--- src/rtl/bist_pattern_gen.sv ---
// bist_pattern_gen
//
// Built-in self-test wrapper for a small combinational circuit-under-test.
// An on-chip Galois LFSR drives the CUT pattern bus. A MISR compacts the CUT
// response bus into a signature, and that signature is compared against a
// golden value.
//
// State table:
//   state    | meaning
//   ---------+--------------------------------------------------------------
//   ST_IDLE  | waiting for start after reset; lfsr/sig/cnt hold
//   ST_RUN   | one pattern applied and one response absorbed per cycle
//   ST_DONE  | run complete; signature valid and held until the next start
//
// Ports:
//   clk        in   1      rising-edge clock
//   rst_n      in   1      synchronous active-low reset (aborts a run)
//   start      in   1      begin a run; sampled only in IDLE or DONE
//   golden     in   SIG_W  expected fault-free signature
//   pattin     out  PAT_W  pattern to the CUT (low bits of the LFSR)
//   pattout    in   RSP_W  CUT response, combinational from pattin
//   busy       out  1      high while running
//   done       out  1      high while the signature is final
//   signature  out  SIG_W  MISR contents
//   pass       out  1      done and signature matches golden

module bist_pattern_gen #(
  parameter int                 PAT_W     = 2,
  parameter int                 RSP_W     = 1,
  parameter int                 LFSR_W    = 8,
  parameter logic [LFSR_W-1:0]  LFSR_TAPS = 8'h1D,
  parameter logic [LFSR_W-1:0]  SEED      = 8'h01,
  parameter int                 SIG_W     = 16,
  parameter logic [SIG_W-1:0]   MISR_POLY = 16'h1021,
  parameter int                 NUM_PATS  = 16
) (
  input  logic             clk,
  input  logic             rst_n,
  input  logic             start,
  input  logic [SIG_W-1:0] golden,
  output logic [PAT_W-1:0] pattin,
  input  logic [RSP_W-1:0] pattout,
  output logic             busy,
  output logic             done,
  output logic [SIG_W-1:0] signature,
  output logic             pass
);

  localparam int              CNT_W    = $clog2(NUM_PATS + 1);
  localparam logic [CNT_W-1:0] LAST_CNT = CNT_W'(NUM_PATS - 1);

  typedef enum logic [1:0] {
    ST_IDLE = 2'd0,
    ST_RUN  = 2'd1,
    ST_DONE = 2'd2
  } state_t;

  state_t            r_state;
  state_t            w_state_nxt;
  logic              w_load;
  logic [LFSR_W-1:0] r_lfsr;
  logic [LFSR_W-1:0] w_lfsr_nxt;
  logic [SIG_W-1:0]  r_sig;
  logic [SIG_W-1:0]  w_sig_nxt;
  logic [CNT_W-1:0]  r_cnt;
  logic              r_busy;
  logic              r_done;

  always_comb begin
    w_state_nxt = r_state;
    w_load      = 1'b0;
    case (r_state)
      ST_IDLE: begin
        if (start) begin
          w_state_nxt = ST_RUN;
          w_load      = 1'b1;
        end
      end
      ST_RUN: begin
        if (r_cnt == LAST_CNT) begin
          w_state_nxt = ST_DONE;
        end
      end
      ST_DONE: begin
        if (start) begin
          w_state_nxt = ST_RUN;
          w_load      = 1'b1;
        end
      end
      default: begin
        w_state_nxt = ST_IDLE;
      end
    endcase
  end

  // An all-zero LFSR would never leave zero, so it is reseeded instead.
  always_comb begin
    if (r_lfsr == '0) begin
      w_lfsr_nxt = SEED;
    end else begin
      w_lfsr_nxt = {r_lfsr[LFSR_W-2:0], 1'b0} ^ (r_lfsr[LFSR_W-1] ? LFSR_TAPS : '0);
    end
  end

  always_comb begin
    w_sig_nxt = {r_sig[SIG_W-2:0], 1'b0}
              ^ (r_sig[SIG_W-1] ? MISR_POLY : '0)
              ^ SIG_W'(pattout);
  end

  always_ff @(posedge clk) begin
    if (!rst_n) begin
      r_state <= ST_IDLE;
      r_lfsr  <= SEED;
      r_sig   <= '0;
      r_cnt   <= '0;
      r_busy  <= 1'b0;
      r_done  <= 1'b0;
    end else begin
      r_state <= w_state_nxt;
      r_busy  <= (w_state_nxt == ST_RUN);
      r_done  <= (w_state_nxt == ST_DONE);
      if (w_load) begin
        r_lfsr <= SEED;
        r_sig  <= '0;
        r_cnt  <= '0;
      end else if (r_state == ST_RUN) begin
        r_lfsr <= w_lfsr_nxt;
        r_sig  <= w_sig_nxt;
        r_cnt  <= r_cnt + CNT_W'(1);
      end
    end
  end

  assign pattin    = r_lfsr[PAT_W-1:0];
  assign busy      = r_busy;
  assign done      = r_done;
  assign signature = r_sig;
  assign pass      = r_done && (r_sig == golden);

endmodule
--- config.mk ---
export PLATFORM = sky130hd
export DESIGN_NAME = bist_pattern_gen
export DESIGN_NICKNAME = d
export VERILOG_FILES = /design/src/rtl/bist_pattern_gen.sv
export SDC_FILE = /design/constraint.sdc
export NUM_CORES = 1
export LEC_CHECK = 0
export ABC_AREA = 1
export CELL_PAD_IN_SITES_DETAIL_PLACEMENT = 1
export CELL_PAD_IN_SITES_GLOBAL_PLACEMENT = 1
export CORE_MARGIN = 2
export CORE_UTILIZATION = 30
export CTS_BUF_LIST = sky130_fd_sc_hd__clkbuf_16
export DETAILED_ROUTE_END_ITERATION = 6
export PLACE_DENSITY = 0.82
export SLEW_MARGIN = 40
export SYNTH_ARGS = -nofsm -noshare
export SYNTH_HDL_FRONTEND = slang
export SYNTH_SLANG_ARGS = --single-unit
--- constraint.sdc ---
create_clock -name clk -period 1.8 [get_ports clk]
set_input_delay 0.36 -clock clk [delete_from_list [all_inputs] [get_ports clk]]
set_output_delay 0.36 -clock clk [all_outputs]
set_load 0.01 [all_outputs]
==> PnR_summary.wiki <==
{| class="wikitable"
! Metric !! Value
|-
| CTS buffer count || 5
|-
| Row count || 27
|-
| Adder-cell area share of the yosys netlist || 0.0147
|-
| Clock tree from TritonCTS || built
|-
| Worst-path clk slew || approximately 0.050 ns
|-
| Overall power of the completed layout || roughly 0.0018 W
|-
| Die Span X || around 79 um
|-
| End of the worst register-to-register path || r_state[1]
|-
| Origin of the worst setup path || golden[9]
|-
| Cell total after placement || about 340
|-
| Warnings from Yosys || 0
|-
| Total iterations of the first detailed-routing run || 4
|-
| Synthesized-area fraction occupied by ao, oa, aoi and oai cells || 0.171
|-
| Final-report setup violation count || 0
|-
| Initial standard-cell utilization of the core || 0.310
|-
| Class of the worst hold path || reg -> reg
|-
| Maximum number of pins on one net before global-route repair || 40
|-
| Fmax || roughly 600 MHz
|-
| Worst slack on hold paths || roughly 0.45 ns
|-
| Die footprint || approximately 6300 sq um
|-
| Final hold violation count || 0
|-
| Mapped Nets || approximately 270
|-
| Result of the run || finished clean
|-
| Maximum ir drop on the vdd rail || between 300 and 400 uV
|-
| Category of the most critical setup path || in -> out
|-
| Buffers added on ports || 40
|-
| Number of cell instances on the worst register-to-register path || 8
|-
| Share of the yosys chip area belonging to registers || 0.387
|-
| Number of clock sinks || 33
|-
| Power density of the placed cells || between 800 and 900 nW/um^2
|-
| Leading cell types by total area after synthesis || sky130_fd_sc_hd__dfxtp_1 (39%), sky130_fd_sc_hd__nand2_1 (12%), sky130_fd_sc_hd__a21oi_1 (8.5%)
|-
| Sum of routed wire length over all layers || between 4000 and 5000 um
|-
| Slew HR || 0.619
|-
| Layout Area Growth over Synthesis || 28.1%
|-
| Worst reg-to-reg setup slack || about 0.38 ns
|-
| Average vias per placed instance || 4.61
|-
| Post-synth top area cell || sky130_fd_sc_hd__dfxtp_1
|-
| Worst setup slack before clock tree synthesis || -0.462 ns
|-
| DRC violation count after routing || 0
|-
| Startpoint type of the worst setup path || input pin
|-
| Final period utilization || 0.946
|-
| Combinational family with the most area after synthesis || simple AND/OR/NAND/NOR gates
|-
| Antenna fix cells || 0
|-
| H-tree depth || 2
|-
| Data arrival time of the critical path || ~1.3 ns
|-
| Antenna violation net count after detailed routing || 0
|-
| Placer congestion estimate || between 0.7 and 0.8
|-
| Fraction of synthesized area in multiplexers || 0
|-
| Minimum setup slack in the final design || 0.0973 ns
|-
| GRT Util Overall || 0.144
|-
| Half-perimeter wire length after detailed placement || between 3000 and 4000 um
|-
| Max-cap violation count || 0
|-
| Routed length per placed instance || between 10 and 15 um
|-
| Number of storage elements in the synthesis netlist || 33
|-
| Buffer type at the clock tree root || sky130_fd_sc_hd__clkbuf_16
|-
| Vias || ~1600
|-
| Initial DRC Count || 42
|-
| Setup Skew || between 0.004 and 0.005 ns
|-
| Final instance count without filler cells || roughly 350
|-
| Synthesized area per cell || 7.03 sq um
|-
| Number of I/O pins || 41
|-
| Cell area after synthesis || roughly 1700 sq um
|-
| Unrepaired setup endpoints after global routing || false
|-
| Kind of end point of the critical path || output pin
|-
| Synthesized netlist cell count || between 200 and 250
|-
| Leakage power || ~0.92 nW
|-
| Buffer depth of the longest clock path || 2
|-
| Post-synthesis cell type count || 23
|-
| Parity-gate share of the synthesized area counting xor and xnor cells || 0.0359
|-
| Global-route wire length before repair || between 7000 and 8000 um
|-
| Final max-slew violation count || 0
|-
| Worst endpoint required time || about 1.4 ns
|-
| Layout cells sized above 1 || 0.0879
|-
| Vias in the first global route || between 1500 and 2000
|-
| CP endpoint || pass
|-
| Fin util || 0.397
|-
| Area of the core || 5510 sq um
|-
| Worst-path maximum fanout || 2
|-
| Area fraction in and, or, nand and nor cells after synthesis || 0.201
|-
| Clk_lat worst skew || 0.27 ns
|-
| Final Critical Period || around 1.7 ns
|-
| Number of antenna violations at the first check in global routing || 0
|-
| Nets || approximately 300
|-
| Worst-margin pin slew || ~0.57 ns
|-
| Overflow left after global routing || 0
|-
| Reg-to-reg critical path startpoint || r_cnt[0]
|-
| Area fraction of the dominant cell type after synthesis || 0.387
|-
| Height of the die || just under 80 um
|}
==> cells by family (layout without fill, tap and decap cells) <==
group / after synthesis / in the layout
buffers and inverters: 60 / 90
AOI/OAI and AO/OA: 57 / 57
and+or+nand+nor: 84 / 84
adders and majority gates: 2 / 2
DFF: 33 / 33
xor gates and xnor gates: 7 / 7
==> cell usage after synthesis <==
cell / number
sky130_fd_sc_hd__inv_1: 33
sky130_fd_sc_hd__xnor2_1: 5
sky130_fd_sc_hd__nand2_2: 1
sky130_fd_sc_hd__clkinv_4: 1
sky130_fd_sc_hd__dfxtp_1: 33
sky130_fd_sc_hd__a21oi_1: 29
sky130_fd_sc_hd__nand4_1: 1
sky130_fd_sc_hd__ha_1: 2
sky130_fd_sc_hd__buf_4: 16
sky130_fd_sc_hd__xor2_1: 2
sky130_fd_sc_hd__buf_6: 4
sky130_fd_sc_hd__nor3_1: 3
sky130_fd_sc_hd__nand2_4: 2
sky130_fd_sc_hd__nor2_1: 17
sky130_fd_sc_hd__nand3_1: 4
sky130_fd_sc_hd__buf_2: 3
sky130_fd_sc_hd__a21boi_0: 2
sky130_fd_sc_hd__o21ai_0: 23
sky130_fd_sc_hd__o21ai_1: 1
sky130_fd_sc_hd__o22ai_1: 2
sky130_fd_sc_hd__nand2_1: 56
sky130_fd_sc_hd__clkbuf_1: 1
sky130_fd_sc_hd__inv_2: 2
==> power breakdown <==
part / leakage, nW / switching (W) / internal, W
combinational: 0.586 / 0.000145 / 0.000123
clock: 0.0685 / 0.000281 / 0.000493
sequential: 0.269 / 0.0000294 / 0.000765
==> layout make-up <==
type,count,area (sq um)
fillers,699,3320
clock buffers,5,125
flip-flops and latches,33,662
inverters,36,140
multi-input cells,150,726
repair buffers,47,438
clock inverters,2,7.51
well taps,72,90.1
==> worst min-delay path by stage <==
stage                    start    endpoint  slack, ns  cells past startpoint
floorplan           r_state[1]        done       0.43                      1
global placement    r_state[1]  r_state[1]       0.44                      1
detailed placement  r_state[1]        done       0.45                      1
CTS                 r_state[1]        done       0.45                      1
global route        r_state[1]  r_state[1]       0.47                      1
finish              r_state[1]        done       0.45                      1
==> placed cells by master, fill, tap and decap left out <==
| cell type | Yosys | layout |
|---|---|---|
| sky130_fd_sc_hd__a21boi_0 | 2 | 2 |
| sky130_fd_sc_hd__a21oi_1 | 29 | 29 |
| sky130_fd_sc_hd__buf_2 | 3 | 1 |
| sky130_fd_sc_hd__buf_4 | 16 | 7 |
| sky130_fd_sc_hd__clkbuf_16 | 0 | 5 |
| sky130_fd_sc_hd__clkdlybuf4s50_1 | 0 | 25 |
| sky130_fd_sc_hd__clkinv_1 | 0 | 1 |
| sky130_fd_sc_hd__clkinv_4 | 1 | 1 |
| sky130_fd_sc_hd__dfxtp_1 | 33 | 32 |
| sky130_fd_sc_hd__dfxtp_2 | 0 | 1 |
| sky130_fd_sc_hd__dlygate4sd2_1 | 0 | 12 |
| sky130_fd_sc_hd__dlymetal6s2s_1 | 0 | 2 |
| sky130_fd_sc_hd__ha_1 | 2 | 2 |
| sky130_fd_sc_hd__inv_1 | 33 | 31 |
| sky130_fd_sc_hd__inv_2 | 2 | 5 |
| sky130_fd_sc_hd__nand2_1 | 56 | 55 |
| sky130_fd_sc_hd__nand2_2 | 1 | 2 |
| sky130_fd_sc_hd__nand2_4 | 2 | 2 |
| sky130_fd_sc_hd__nand3_1 | 4 | 4 |
| sky130_fd_sc_hd__nand4_1 | 1 | 1 |
| sky130_fd_sc_hd__nor2_1 | 17 | 17 |
| sky130_fd_sc_hd__nor3_1 | 3 | 3 |
| sky130_fd_sc_hd__o21ai_0 | 23 | 21 |
| sky130_fd_sc_hd__o21ai_1 | 1 | 3 |
| sky130_fd_sc_hd__o22ai_1 | 2 | 2 |
| sky130_fd_sc_hd__xnor2_1 | 5 | 5 |
| sky130_fd_sc_hd__xor2_1 | 2 | 2 |
==> flip-flops by register name, indices dropped and copies added, names as in the netlist <==
signal and flops:
done 1, signature 16, r_lfsr 8, r_cnt 5, busy 1, r_state 2
==> timing repair <==
item / 4_1_cts / 5_1_grt
buffers inserted: 0 / 0
pin swaps: 11 / 3
resized for setup: 17 / 8
hold buffers: 0 / 0
endpoints found under the setup margin: 1 / 1
cloned: 0 / 0
endpoints found under the hold margin: 0 / 0
==> metrics by stage <==
step	cell area [sq um]	setup TNS [ns]
after floorplan	1710	0
after global placement	2070	-0.427
after detailed placement	2070	-0.462
after CTS	2180	0
after global routing	2190	0
final	2190	0
==> metal layers <==
metal	up-vias	share of wire	global-route usage
met5	-	0	0
met4	0	0.014	0.0586
met3	8	0.043	0.0339
met2	31	0.51	0.252
met1	748	0.44	0.167
li1	803	-	-
==> critical path: stages <==
cell,delay [ns]
sky130_fd_sc_hd__clkdlybuf4s50_1,0.42
sky130_fd_sc_hd__nand2_1,0.07
sky130_fd_sc_hd__o21ai_0,0.08
sky130_fd_sc_hd__nor2_1,0.11
sky130_fd_sc_hd__nand3_1,0.08
sky130_fd_sc_hd__nor2_1,0.10
sky130_fd_sc_hd__buf_2,0.13
(Power assumes the default switching activity.)
